===== config.mk =====
export PLATFORM = sky130hd
export DESIGN_NAME = yuv_capture_sched
export DESIGN_NICKNAME = d
export VERILOG_FILES = /design/src/rtl/yuv_capture_pkg.sv /design/src/rtl/yuv_plane_packer.sv /design/src/rtl/yuv_capture_sched.sv
export SDC_FILE = /design/constraint.sdc
export NUM_CORES = 1
export LEC_CHECK = 0
export ABC_AREA = 1
export CORE_UTILIZATION = 44
export DETAILED_ROUTE_END_ITERATION = 7
export SLEW_MARGIN = 5
export SYNTH_ARGS = -nofsm -noshare
export SYNTH_HDL_FRONTEND = slang
export SYNTH_HIERARCHICAL = 1
export SYNTH_SLANG_ARGS = --single-unit
export TNS_END_PERCENT = 10

===== constraint.sdc =====
create_clock -name MIPI_PIXEL_CLK -period 2.85 [get_ports MIPI_PIXEL_CLK]
set_input_delay 0.57 -clock MIPI_PIXEL_CLK [delete_from_list [all_inputs] [get_ports MIPI_PIXEL_CLK]]
set_output_delay 0.57 -clock MIPI_PIXEL_CLK [all_outputs]
set_load 0.05 [all_outputs]

===== src/rtl/yuv_capture_pkg.sv =====
// ============================================================================
// yuv_capture_pkg : shared states, plane indices and default geometry
// Revision 1.0
// ============================================================================
`default_nettype none

package yuv_capture_pkg;

   localparam logic [2:0] S_IDLE    = 3'd0;
   localparam logic [2:0] S_ARM     = 3'd1;
   localparam logic [2:0] S_SYNC    = 3'd2;
   localparam logic [2:0] S_CAPTURE = 3'd3;
   localparam logic [2:0] S_DRAIN   = 3'd4;
   localparam logic [2:0] S_DONE    = 3'd5;

   typedef enum logic [1:0] {
      PL_Y = 2'd0,
      PL_U = 2'd1,
      PL_V = 2'd2
   } plane_e;

   localparam int c_H_ACTIVE = 640;
   localparam int c_V_ACTIVE = 480;
   localparam int c_ADDR_W   = 16;
   localparam int c_Y_BASE   = 0;
   localparam int c_U_BASE   = 38400;
   localparam int c_V_BASE   = 48000;
   localparam int c_WORD_W   = 64;

endpackage

`default_nettype wire


===== src/rtl/yuv_plane_packer.sv =====
// ============================================================================
// yuv_plane_packer : byte-lane packer with one-word holding register and counter
// Revision 1.0
// ============================================================================
`default_nettype none

module yuv_plane_packer
   import yuv_capture_pkg::*;
#(
   parameter int ADDR_W = 16,
   parameter int BASE   = 0
) (
   input  logic                  MIPI_PIXEL_CLK,
   input  logic                  RESET_N,
   input  logic                  i_clear,
   input  logic                  i_en,
   input  logic                  i_complete,
   input  logic [2:0]            i_lane,
   input  logic [7:0]            i_pix,
   input  logic                  i_grant,
   input  logic                  i_accept,
   output logic                  o_valid,
   output logic [c_WORD_W-1:0]   o_word,
   output logic [ADDR_W-1:0]     o_addr,
   output logic                  o_overflow
);

   logic [c_WORD_W-1:0] r_shift;
   logic [c_WORD_W-1:0] r_word;
   logic                r_valid;
   logic [ADDR_W-1:0]   r_count;
   logic [c_WORD_W-1:0] w_merged;
   logic                w_drop;

   always_comb begin
      w_merged = r_shift;
      w_merged[{i_lane, 3'b000} +: 8] = i_pix;
   end

   // A completing word only displaces the held one if that one leaves this cycle
   assign w_drop     = i_complete && r_valid && !i_grant;
   assign o_overflow = w_drop;
   assign o_valid    = r_valid;
   assign o_word     = r_word;
   // The word being granted alongside an acceptance of this plane goes one slot further
   assign o_addr     = ADDR_W'(BASE) + r_count + ADDR_W'(i_accept);

   always_ff @(posedge MIPI_PIXEL_CLK) begin
      if (!RESET_N) begin
         r_shift <= '0;
         r_word  <= '0;
         r_valid <= 1'b0;
         r_count <= '0;
      end else if (i_clear) begin
         r_valid <= 1'b0;
         r_count <= '0;
      end else begin
         if (i_en)
            r_shift <= w_merged;
         if (i_accept)
            r_count <= r_count + 1'b1;
         if (i_complete && !w_drop) begin
            r_word  <= w_merged;
            r_valid <= 1'b1;
         end else if (i_grant) begin
            r_valid <= 1'b0;
         end
      end
   end

endmodule

`default_nettype wire


===== src/rtl/yuv_capture_sched.sv =====
// ============================================================================
// yuv_capture_sched : frame capture FSM and Y>U>V write-port scheduler
// Revision 1.0
// ============================================================================
`default_nettype none

module yuv_capture_sched
   import yuv_capture_pkg::*;
#(
   parameter int H_ACTIVE = c_H_ACTIVE,
   parameter int V_ACTIVE = c_V_ACTIVE,
   parameter int ADDR_W   = c_ADDR_W,
   parameter int Y_BASE   = c_Y_BASE,
   parameter int U_BASE   = c_U_BASE,
   parameter int V_BASE   = c_V_BASE
) (
   input  logic              MIPI_PIXEL_CLK,
   input  logic              RESET_N,
   input  logic              start,
   output logic              busy,
   output logic              done,
   output logic              overflow,
   output logic              short_frame,
   input  logic              frame_vs,
   input  logic              pix_valid,
   input  logic [7:0]        Y,
   input  logic [7:0]        U,
   input  logic [7:0]        V,
   output logic              wren,
   output logic [ADDR_W-1:0] wraddress,
   output logic [63:0]       data,
   input  logic              wr_ready
);

   localparam int c_COL_W = $clog2(H_ACTIVE);
   localparam int c_ROW_W = $clog2(V_ACTIVE);

   logic [2:0]          r_state;
   logic [c_COL_W-1:0]  r_col;
   logic [c_ROW_W-1:0]  r_row;
   logic                r_overflow;
   logic                r_short;
   logic                r_wren;
   logic [ADDR_W-1:0]   r_wraddress;
   logic [63:0]         r_data;
   plane_e              r_plane;

   logic                w_pix;
   logic                w_col_last;
   logic                w_row_last;
   logic                w_uv_en;
   logic                w_clear;
   logic                w_free;
   logic                w_gnt_any;
   plane_e              w_sel;
   logic [2:0]          w_en;
   logic [2:0]          w_cpl;
   logic [2:0]          w_valid;
   logic [2:0]          w_grant;
   logic [2:0]          w_acc;
   logic [2:0]          w_ovf;
   logic [2:0]          w_lane [3];
   logic [7:0]          w_byte [3];
   logic [63:0]         w_word [3];
   logic [ADDR_W-1:0]   w_addr [3];

   assign w_pix      = (r_state == S_CAPTURE) && pix_valid && !frame_vs;
   assign w_col_last = (r_col == c_COL_W'(H_ACTIVE - 1));
   assign w_row_last = (r_row == c_ROW_W'(V_ACTIVE - 1));
   assign w_uv_en    = w_pix && !r_row[0] && !r_col[0];
   assign w_clear    = (r_state == S_IDLE) && start;

   assign w_en[PL_Y]   = w_pix;
   assign w_cpl[PL_Y]  = w_pix && (r_col[2:0] == 3'd7);
   assign w_lane[PL_Y] = r_col[2:0];
   assign w_byte[PL_Y] = Y;
   assign w_en[PL_U]   = w_uv_en;
   assign w_cpl[PL_U]  = w_uv_en && (r_col[3:0] == 4'd14);
   assign w_lane[PL_U] = r_col[3:1];
   assign w_byte[PL_U] = U;
   assign w_en[PL_V]   = w_uv_en;
   assign w_cpl[PL_V]  = w_uv_en && (r_col[3:0] == 4'd14);
   assign w_lane[PL_V] = r_col[3:1];
   assign w_byte[PL_V] = V;

   // The output register can take a word if empty or emptying this cycle
   assign w_free    = !r_wren || wr_ready;
   assign w_gnt_any = w_free && (|w_valid);

   always_comb begin
      w_sel = PL_V;
      if (w_valid[PL_Y])
         w_sel = PL_Y;
      else if (w_valid[PL_U])
         w_sel = PL_U;
   end

   for (genvar i = 0; i < 3; i++) begin : g_plane
      localparam int c_BASE = (i == 0) ? Y_BASE : ((i == 1) ? U_BASE : V_BASE);

      assign w_grant[i] = w_gnt_any && (w_sel == plane_e'(i));
      assign w_acc[i]   = r_wren && wr_ready && (r_plane == plane_e'(i));

      yuv_plane_packer #(
         .ADDR_W (ADDR_W),
         .BASE   (c_BASE)
      ) u_packer (
         .MIPI_PIXEL_CLK (MIPI_PIXEL_CLK),
         .RESET_N        (RESET_N),
         .i_clear        (w_clear),
         .i_en           (w_en[i]),
         .i_complete     (w_cpl[i]),
         .i_lane         (w_lane[i]),
         .i_pix          (w_byte[i]),
         .i_grant        (w_grant[i]),
         .i_accept       (w_acc[i]),
         .o_valid        (w_valid[i]),
         .o_word         (w_word[i]),
         .o_addr         (w_addr[i]),
         .o_overflow     (w_ovf[i])
      );
   end

   always_ff @(posedge MIPI_PIXEL_CLK) begin
      if (!RESET_N) begin
         r_state    <= S_IDLE;
         r_col      <= '0;
         r_row      <= '0;
         r_overflow <= 1'b0;
         r_short    <= 1'b0;
      end else begin
         if (|w_ovf)
            r_overflow <= 1'b1;
         case (r_state)
            S_IDLE: if (start) begin
               r_state    <= S_ARM;
               r_col      <= '0;
               r_row      <= '0;
               r_overflow <= 1'b0;
               r_short    <= 1'b0;
            end
            S_ARM:  if (frame_vs)  r_state <= S_SYNC;
            S_SYNC: if (!frame_vs) r_state <= S_CAPTURE;
            S_CAPTURE: begin
               if (frame_vs) begin
                  r_state <= S_DRAIN;
                  r_short <= 1'b1;
               end else if (pix_valid) begin
                  if (w_col_last) begin
                     r_col <= '0;
                     r_row <= r_row + 1'b1;
                     if (w_row_last)
                        r_state <= S_DRAIN;
                  end else begin
                     r_col <= r_col + 1'b1;
                  end
               end
            end
            S_DRAIN: if (!(|w_valid) && !r_wren) r_state <= S_DONE;
            S_DONE:  r_state <= S_IDLE;
            default: r_state <= S_IDLE;
         endcase
      end
   end

   always_ff @(posedge MIPI_PIXEL_CLK) begin
      if (!RESET_N) begin
         r_wren      <= 1'b0;
         r_wraddress <= '0;
         r_data      <= '0;
         r_plane     <= PL_Y;
      end else if (w_gnt_any) begin
         r_wren      <= 1'b1;
         r_wraddress <= w_addr[w_sel];
         r_data      <= w_word[w_sel];
         r_plane     <= w_sel;
      end else if (wr_ready) begin
         r_wren      <= 1'b0;
      end
   end

   assign busy        = (r_state != S_IDLE);
   assign done        = (r_state == S_DONE);
   assign overflow    = r_overflow;
   assign short_frame = r_short;
   assign wren        = r_wren;
   assign wraddress   = r_wraddress;
   assign data        = r_data;

endmodule

`default_nettype wire


==> metrics.md <==
| Metric | Value |
|---|---|
| Clk_lat worst skew | `between 0.6 and 0.7 ns` |
| XOR/XNOR Fraction of Synth Area | `0.0114` |
| Final core utilization | `0.515` |
| Row cnt | `90` |
| Multiplexer share of the synthesized area | `0` |
| Largest net degree at the start of global routing | `about 160` |
| 1st-iter DRT viols | `about 2000` |
| Die Width | `between 200 and 250 µm` |
| Clock Skews | `approximately 0.013 ns` |
| Internal Power | `13.3 mW` |
| Post-Syn Area | `about 27000 µm²` |
| Combinational family with the most area after synthesis | `simple AND/OR/NAND/NOR gates` |
| Worst path cell trace | `inv_2 > nand2_2 > clkdlybuf4s50_1` |
| Number of max-cap violations | `0` |
| Largest area contributor in the netlist | `dfxtp_1` |
| First-pass GRT wire length | `128000 µm` |
| Initial core utilization | `0.445` |
| CP Launch Type | `flop` |
| Yosys top cell area share | `0.405` |
| Max Fclk | `370 MHz` |
| Max Slew Vio Count | `0` |
| Simple-Gate Fraction of Synth Area | `0.340` |
| Initial antenna violation count | `0` |
| DR DRC count | `0` |
| Worst Path Buf+Inv | `2` |
| Die H | `between 200 and 250 µm` |
| Peak supply drop | `0.524 mV` |
| # port buffers | `114` |
| Most frequent cells in the layout | `849 x nor2_1, 725 x nand2_1, 540 x dfxtp_1` |
| Sequential fraction of design power | `0.437` |
| IO Count | `approximately 120` |
| Hold Path Class | `in -> reg` |
| DP Cell Count | `approximately 4800` |
| Relative slew slack | `0.435` |
| Final setup vio count | `0` |
| Clock sinks | `between 500 and 600` |
| Worst-path clk slew | `roughly 0.06 ns` |
| Hold Fails Final Rpt | `0` |
| Nets | `approximately 4200` |
| Tot Pwr | `about 18 mW` |
| Final WL | `a little over 80000 µm` |
| CP top delay family | `buffers and inverters` |
| Total number of yosys warnings | `6` |
| Die Area | `~62000 µm²` |
| CP Data Arrival Time | `2.13 ns` |
| Fin Hold WS | `roughly 0.31 ns` |
| Clock Path Buffers | `3` |
| Post-route clock period utilization | `0.947` |
| Share of total power in the clock network | `0.459` |
| Worst-path cell with the longest stage delay | `clkdlybuf4s50_1` |
| Largest stage delay on the critical path | `0.82 ns` |
| Synth-to-Final Area Change | `15.7%` |
| GPL Wtd Cong | `around 0.9` |
| Netlist cell types | `41` |
| Actual slew at the worst max-slew pin | `roughly 0.84 ns` |
| Leading cell type in the layout, fill and taps excluded | `nor2_1` |
| Vias/cell | `a little over 5` |
| CP Class | `reg -> out` |
| Avg Inst Size Synth | `about 6.6 µm²` |
| Leak Pwr | `approximately 14 nW` |
| H-tree Lvls | `2` |
| Crit-path max FO | `9` |
| Wire length per cell | `around 17 µm` |
| Minimum clock period | `~2.7 ns` |
| Inserted Clock Buffers | `60` |
| Filler Cells Inserted | `6064` |
| Hpwl dp | `57000 µm` |
| Switch share | `0.263` |
| Fin cells | `between 4000 and 5000` |
| Number of diodes | `0` |
| Top post-synthesis cells by area | `dfxtp_1 40%, nor2_1 12%, nand2_1 10%, nand3_1 8.3%, inv_1 6.9%` |
| Hold_buf cts | `0` |
| Share of cells above drive strength 1 | `0.0733` |
| Post-synthesis adder-cell area fraction | `0.0117` |
| Drt pass-1 iters | `7` |
| RSZ-0062 raised after global routing | `false` |
| Number of global-route vias before repair | `22500` |
| FF+latch count, synth | `between 500 and 600` |
| Setup TNS | `0 ns` |
| Status | `finished, final reports clean` |
| CP endpoint kind | `primary output` |
| Core area | `roughly 60000 µm²` |
| Sw Pwr | `4.75 mW` |
| Grt ovf | `0` |
| Post-CTS Setup Repair Bufs | `0` |
| Compound-Gate Fraction of Synth Area | `0.121` |
| Mapped Cells | `a little over 4000` |
| Aggregate global-route resource usage | `0.259` |
| Syn Nets | `slightly above 4000` |
| Sequential area share after synthesis | `0.405` |
| Comb pwr share | `0.104` |
| CTS Root Cell | `clkbuf_16` |
| CTS tree | `yes` |
| PD cells | `a little under 600 nW/µm²` |
| Vias after detailed routing | `roughly 25000` |
| Remaining antenna violation count | `0` |
| Req. time, crit path | `roughly 2.3 ns` |
[area by class of cell]
class                   instances  area [µm²]  area share
flip-flops and latches        542       10900       0.350
inverters                     524        1980      0.0638
repair buffers                204        2120      0.0682
well taps                     782         978      0.0315
clock inverters                32         390      0.0126
multi-input cells            2794       13000       0.419
clock buffers                  81        1720      0.0555
[power by group through the flow]
stage	sequential, mW	combinational (mW)	clock, mW
after detailed placement	8.04	1.88	0
after CTS	7.87	1.89	8.43
after global placement	8.04	1.87	0
after floorplan	8.02	1.37	0
after global routing	7.89	2.11	8.74
final	7.87	1.88	8.28
[synth_stat cells, drive strengths merged]
cell type,n
a21oi,129
a221oi,1
a22oi,79
a31oi,80
and2,1
and3,1
and3b,1
buf,110
clkbuf,102
clkinv,4
dfxtp,542
ha,25
inv,520
nand2,752
nand3,463
nand3b,1
nand4,29
nor2,871
nor3,25
nor3b,3
nor4,1
o211ai,1
o21ai,296
xnor2,6
xor2,29
[kinds of logic (layout without fill, tap and decap cells)]
| kind of cell | after synthesis | in the layout |
|---|---|---|
| AO/OA/AOI/OAI | 586 | 586 |
| XOR/XNOR | 35 | 35 |
| adder cells (fa/ha/maj) | 25 | 25 |
| buffers and inverters | 736 | 841 |
| flip-flops | 542 | 542 |
| AND/OR/NAND/NOR | 2148 | 2148 |
[sequential cells by signal (all words and copies together), names as in the netlist]
signal	count
r_col	10
r_plane	2
g_plane.u_packer/r_shift	192
data	64
r_state	3
overflow	1
g_plane.u_packer/o_word	192
g_plane.u_packer/r_count	48
r_row	9
wraddress	16
wren	1
g_plane.u_packer/o_valid	3
short_frame	1
[what timing repair did]
| action | in CTS | in global routing |
|---|---|---|
| setup endpoints to repair | 0 | 1 |
| hold endpoints to repair | 0 | 0 |
| resized for setup | 0 | 1 |
[final timing paths]
check,from,end,slack (ns),cells past startpoint
setup / recovery,r_state[2]$_SDFFE_PN0P_,busy,0.15,3
hold reg to reg,short_frame$_SDFFE_PN0P_,short_frame$_SDFFE_PN0P_,0.48,2
setup reg to reg,r_col[2]$_SDFFE_PN0P_,g_plane[1].u_packer/r_shift[63]$_SDFFE_PN0P_,0.22,9
hold / removal,RESET_N,g_plane[1].u_packer/r_shift[42]$_SDFFE_PN0P_,0.31,3
[tightest hold or removal path, stage by stage]
cell and delay (ns):
buf_4 0.18, o21ai_0 0.10, a21oi_1 0.04
[per-stage QoR]
step	area [µm²]	setup WS, ns
global route	31000	0.0477
detailed placement	28900	0.0174
finish	31000	0.150
floorplan	26800	0.371
global placement	28900	0.0503
CTS	31000	0.0612
[metal layers]
metal  vias up  track usage  wire [µm]
met1     11600        0.356      37900
met5         -            0          0
met3       111       0.0300       4050
met2       601        0.428      38200
li1      13100            -          -
met4         0       0.0736       2070
Note: power is estimated with default switching activity, not from simulation.
